### src/rtl/cdc_req_receiver.sv
// ---------------------------------------------------------------------------
// cdc_req_receiver
//
// Fast-domain end of a toggle-handshake clock-domain crossing. A sender in
// the divided-clock domain holds data_i stable and flips req_tgl_i once per
// word. This block:
//   1. synchronizes req_tgl_i through SYNC_STAGES flops,
//   2. turns each toggle into a single-cycle edge event,
//   3. captures data_i into out_data and presents it with out_valid,
//   4. flips ack_tgl_o when the fast-domain consumer takes the word.
//
// Ports
//   clk_hf      in   undivided fast clock, rising edge only
//   reset       in   asynchronous, active-high reset
//   req_tgl_i   in   request toggle from the divided-clock domain
//   data_i      in   DATA_W word, stable while a request is outstanding
//   ack_tgl_o   out  acknowledge toggle back to the sender (registered)
//   out_valid   out  out_data holds an unconsumed word
//   out_data    out  captured word (registered)
//   out_ready   in   consumer accepts the word this cycle
//   overrun     out  sticky: a request arrived while a word was pending
//   xfer_count  out  completed transfers, wraps at 2^16
//
// SYNC_STAGES must be at least 2.
// ---------------------------------------------------------------------------
module cdc_req_receiver #(
    parameter int DATA_W      = 32,
    parameter int SYNC_STAGES = 2
) (
    input  logic              clk_hf,
    input  logic              reset,
    input  logic              req_tgl_i,
    input  logic [DATA_W-1:0] data_i,
    output logic              ack_tgl_o,
    output logic              out_valid,
    output logic [DATA_W-1:0] out_data,
    input  logic              out_ready,
    output logic              overrun,
    output logic [15:0]       xfer_count
);

    localparam logic [0:0] ST_IDLE = 1'b0;
    localparam logic [0:0] ST_HOLD = 1'b1;

    // ---------------------------------------------------------------
    // Request synchronizer and edge detector
    // ---------------------------------------------------------------
    logic [SYNC_STAGES-1:0] sync_q;
    logic                   prev_q;
    logic                   edge_evt;

    // prev_q follows the last sync stage every cycle, so a toggle is seen
    // as a difference for exactly one cycle.
    always_ff @(posedge clk_hf or posedge reset) begin
        if (reset) begin
            sync_q <= '0;
            prev_q <= 1'b0;
        end else begin
            sync_q <= {sync_q[SYNC_STAGES-2:0], req_tgl_i};
            prev_q <= sync_q[SYNC_STAGES-1];
        end
    end

    assign edge_evt = sync_q[SYNC_STAGES-1] ^ prev_q;

    // ---------------------------------------------------------------
    // Capture / hold FSM
    // ---------------------------------------------------------------
    logic [0:0]        state_q, state_d;
    logic              valid_q, valid_d;
    logic [DATA_W-1:0] data_q,  data_d;
    logic              ack_q,   ack_d;
    logic              ovr_q,   ovr_d;
    logic [15:0]       cnt_q,   cnt_d;

    always_comb begin
        state_d = state_q;
        valid_d = valid_q;
        data_d  = data_q;
        ack_d   = ack_q;
        ovr_d   = ovr_q;
        cnt_d   = cnt_q;
        case (state_q)
            ST_IDLE: begin
                // data_i is already stable: the sender set it before the
                // toggle, and the toggle needed SYNC_STAGES cycles to get here.
                if (edge_evt) begin
                    data_d  = data_i;
                    valid_d = 1'b1;
                    state_d = ST_HOLD;
                end
            end
            ST_HOLD: begin
                // A new request while holding is dropped and flagged; it does
                // not block an acceptance in the same cycle.
                if (edge_evt) begin
                    ovr_d = 1'b1;
                end
                if (out_ready) begin
                    valid_d = 1'b0;
                    ack_d   = ~ack_q;
                    cnt_d   = cnt_q + 16'd1;
                    state_d = ST_IDLE;
                end
            end
            default: begin
                state_d = ST_IDLE;
                valid_d = 1'b0;
            end
        endcase
    end

    always_ff @(posedge clk_hf or posedge reset) begin
        if (reset) begin
            state_q <= ST_IDLE;
            valid_q <= 1'b0;
            data_q  <= '0;
            ack_q   <= 1'b0;
            ovr_q   <= 1'b0;
            cnt_q   <= 16'd0;
        end else begin
            state_q <= state_d;
            valid_q <= valid_d;
            data_q  <= data_d;
            ack_q   <= ack_d;
            ovr_q   <= ovr_d;
            cnt_q   <= cnt_d;
        end
    end

    assign ack_tgl_o  = ack_q;
    assign out_valid  = valid_q;
    assign out_data   = data_q;
    assign overrun    = ovr_q;
    assign xfer_count = cnt_q;

endmodule

### config.mk
export PLATFORM = sky130hd
export DESIGN_NAME = cdc_req_receiver
export DESIGN_NICKNAME = d
export VERILOG_FILES = /design/src/rtl/cdc_req_receiver.sv
export SDC_FILE = /design/constraint.sdc
export NUM_CORES = 1
export LEC_CHECK = 0
export ABC_CLOCK_PERIOD_IN_PS = 2200
export CAP_MARGIN = 20
export CORE_MARGIN = 5
export CORE_UTILIZATION = 44
export CTS_BUF_LIST = sky130_fd_sc_hd__clkbuf_4 sky130_fd_sc_hd__clkbuf_8 sky130_fd_sc_hd__clkbuf_16
export DETAILED_ROUTE_END_ITERATION = 16
export GPL_TIMING_DRIVEN = 0
export PLACE_DENSITY_LB_ADDON = 0.08
export SYNTH_ARGS = -nofsm -noshare
export SYNTH_HDL_FRONTEND = slang
export SYNTH_SLANG_ARGS = --single-unit
### constraint.sdc
create_clock -name clk_hf -period 2.2 [get_ports clk_hf]
set_clock_uncertainty 0.1 [all_clocks]
set_input_delay 0.44 -clock clk_hf [delete_from_list [all_inputs] [get_ports clk_hf]]
set_output_delay 0.44 -clock clk_hf [all_outputs]
set_load 0.05 [all_outputs]
==> key figures <==
Placement
  – Final HPWL DP: 3660 um
  – DP Cell Count: 305
  – GP Congestion: 0.778
  – DP Area: 0.00325 mm2
  – Port buffer count: 86

Power and ir drop
  – LEAKAGE: 1.47 nW
  – Pwr Density: 1300 mW/mm2
  – Worst vdd rail ir drop: 0.783 mV
  – Power Total: 4.36 mW

Worst setup path
  – R2R Setup Slk: 0.62 ns
  – Buffers plus inverters on the worst setup path: 1
  – Worst Path Required: 1.66 ns
  – Startpoint types: register
  – CP Depth: 1
  – Slowest-stage cell, CP: clkdlybuf4s50_1
  – Setup CP Type: register to output pin
  – Family with the most delay on the worst path: buffers and inverters
  – Critical Path AT: 1.59 ns
  – Worst R2R Path Depth: 5
  – Crit path largest cell delay: 0.84 ns
  – Cells along the critical path: clkdlybuf4s50_1
  – Worst Path Max Fanout: 6
  – Crit. End Element: output pin

Job
  – Max Cap Viol: 0

Global route
  – Vias in the first global route: 1561
  – Initial antenna violation count: 0
  – Gr usage total: 15.3%
  – Met2 Use GR: 27.0%
  – Largest net degree at the start of global routing: 41
  – Gr ovfl total: 0
  – First-pass GRT wire length: 7820 um
  – Grt met1 use: 18.6%
  – Top Usage Layer GRT: met2
  – GR Layer Usage met3: 4.17%

Final layout
  – Share of cells above drive strength 1: 20.6%
  – Finished Cell Area: 0.00336 mm2
  – Most frequent cells in the layout: clkdlybuf4s50_1 (86), dfrtp_1 (55), mux2_4 (29)
  – Final std cells w/o fill: 313
  – Most common cell after layout, fill and taps aside: clkdlybuf4s50_1
  – # diodes: 0
  – Post-layout nets: 279
  – Area Growth Syn to Fin: 46.9%
  – Post-route core utilization: 66.2%

STA
  – Final setup fails: 0
  – Fmax: 470 MHz
  – Post-layout min period: 2.13 ns
  – Final period utilization: 96.8%
  – Slew HR: 64.0%
  – Final hold violations: 0
  – RSZ-0062 raised after global routing: no
  – Hold Slack: 0.254 ns
  – Max Slew Vio Count: 0
  – Least-Margin Pin Slew: 0.538 ns

CTS
  – CTS hold repair buffers: 0
  – Max H-tree Level: 2
  – Clock Latency Late Sink: 0.29 ns
  – Max Root-Sink Buffers: 2
  – Post-CTS setup buffer count: 0
  – # resized after CTS: 0
  – Cts bufs inserted: 5
  – CTS tree: yes
  – Clock Tree Root: clkbuf_8
  – Clock transition at path regs: 0.09 ns
  – CTS sink count: 55

Yosys
  – Sequential share of the synthesized area: 60.2%
  – Synth unique cells: 24
  – YS warnings: 0
  – Seq cells post-synth: 55
  – Post-Synthesis Cell Area: 0.00229 mm2
  – Cells after Synth: 148
  – Syn Area/Cell: 15.4 um2
  – Syn Nets: 185

Routing
  – First-pass iteration count of the detailed router: 4
  – Vias per Instance: 4.60
  – Via Count: 1439
  – Final ANT Viol Nets: 0
  – Initial drt markers: 48
  – Routed WL: 4760 um
  – Drc violations: 0
  – Routed length per placed instance: 15.2 um

Outcome
  – Status: finished clean

Die
  – Num ports: 87
  – Initial Utilization: 45.0%
  – Die width: 82.1 um
  – FP Rows: 26
  – Area of the die: 0.00674 mm2
  – Die Y: 82.1 um
  – CORE AREA: 0.00507 mm2

Worst hold path
  – Hold Crit Class: register to register
  – Hold Path Depth: 0
cell type report:
| cell class | instances | area (um2) |
|---|---|---|
| fill | 416 | 1720 |
| sequential | 55 | 1380 |
| timing repair buffer | 87 | 881 |
| multi-input combinational | 86 | 823 |
| clock buffer | 8 | 104 |
| tap | 70 | 87.6 |
| buffer | 5 | 78.8 |
| inverter | 2 | 7.51 |
power breakdown:
part	switching, mW	total (mW)	internal (mW)
clock network	0.294	0.594	0.300
registers	0.201	1.50	1.30
logic	1.35	2.27	0.918
per-layer routing:
layer	vias to the layer above	wire length [um]	share of wire [%]
met2	47	2440	51
met4	0	46	0.97
met3	4	275	5.8
met1	706	1990	42
li1	682	-	-
met5	-	0	0
Yosys cell counts:
master | instances | area [um2]
nand2_1 | 9 | 33.8
and4_1 | 2 | 17.5
mux2_2 | 3 | 33.8
nor3_2 | 1 | 10.0
xor2_1 | 6 | 52.6
a21o_2 | 1 | 8.76
dfrtp_1 | 55 | 1380
inv_1 | 2 | 7.51
xnor2_1 | 11 | 96.3
nand4_1 | 4 | 25.0
nand3_2 | 1 | 10.0
nand3_1 | 4 | 20.0
nor3_1 | 1 | 5.00
buf_6 | 1 | 11.3
and2b_1 | 1 | 7.51
and3_1 | 1 | 6.26
buf_12 | 3 | 60.1
and2_1 | 1 | 6.26
nor2b_1 | 1 | 6.26
nand2b_1 | 1 | 6.26
ha_1 | 1 | 12.5
buf_4 | 1 | 7.51
nor2_1 | 8 | 30.0
mux2_4 | 29 | 435
registers in the layout, summed over array words and instances, names as in the netlist:
name / count
ack_tgl_o: 1
out_data: 32
out_valid: 1
overrun: 1
prev_q: 1
state_q: 1
sync_q: 2
xfer_count: 16
logic make-up after synthesis:
kind of cell	after synthesis	share of synthesized area (%)
AO/OA/AOI/OAI	1	0.383
buffers and inverters	7	3.78
flip-flops	55	60.2
multiplexers	32	20.5
XOR/XNOR	17	6.51
adder cells (fa/ha/maj)	1	0.547
AND/OR/NAND/NOR	35	8.05
final timing paths:
| check | to | startpoint |
|---|---|---|
| max in group asynchronous | xfer_count[1] | reset |
| hold reg to reg | sync_q[1] | sync_q[0] |
| setup reg to reg | out_data[23] | sync_q[1] |
| setup / recovery | xfer_count[7] | xfer_count[7] |
| min in group asynchronous | out_data[0] | reset |
| hold / removal | sync_q[1] | sync_q[0] |
per-stage QoR:
stage | setup TNS, ns | setup WS (ns)
2_1_floorplan | 0 | 0.317
3_3_place_gp | -31.15 | -0.569
3_5_place_dp | 0 | 0.234
4_1_cts | 0 | 0.0608
5_1_grt | 0 | 0.00769
6_report | 0 | 0.0705
(Power assumes the default switching activity.)
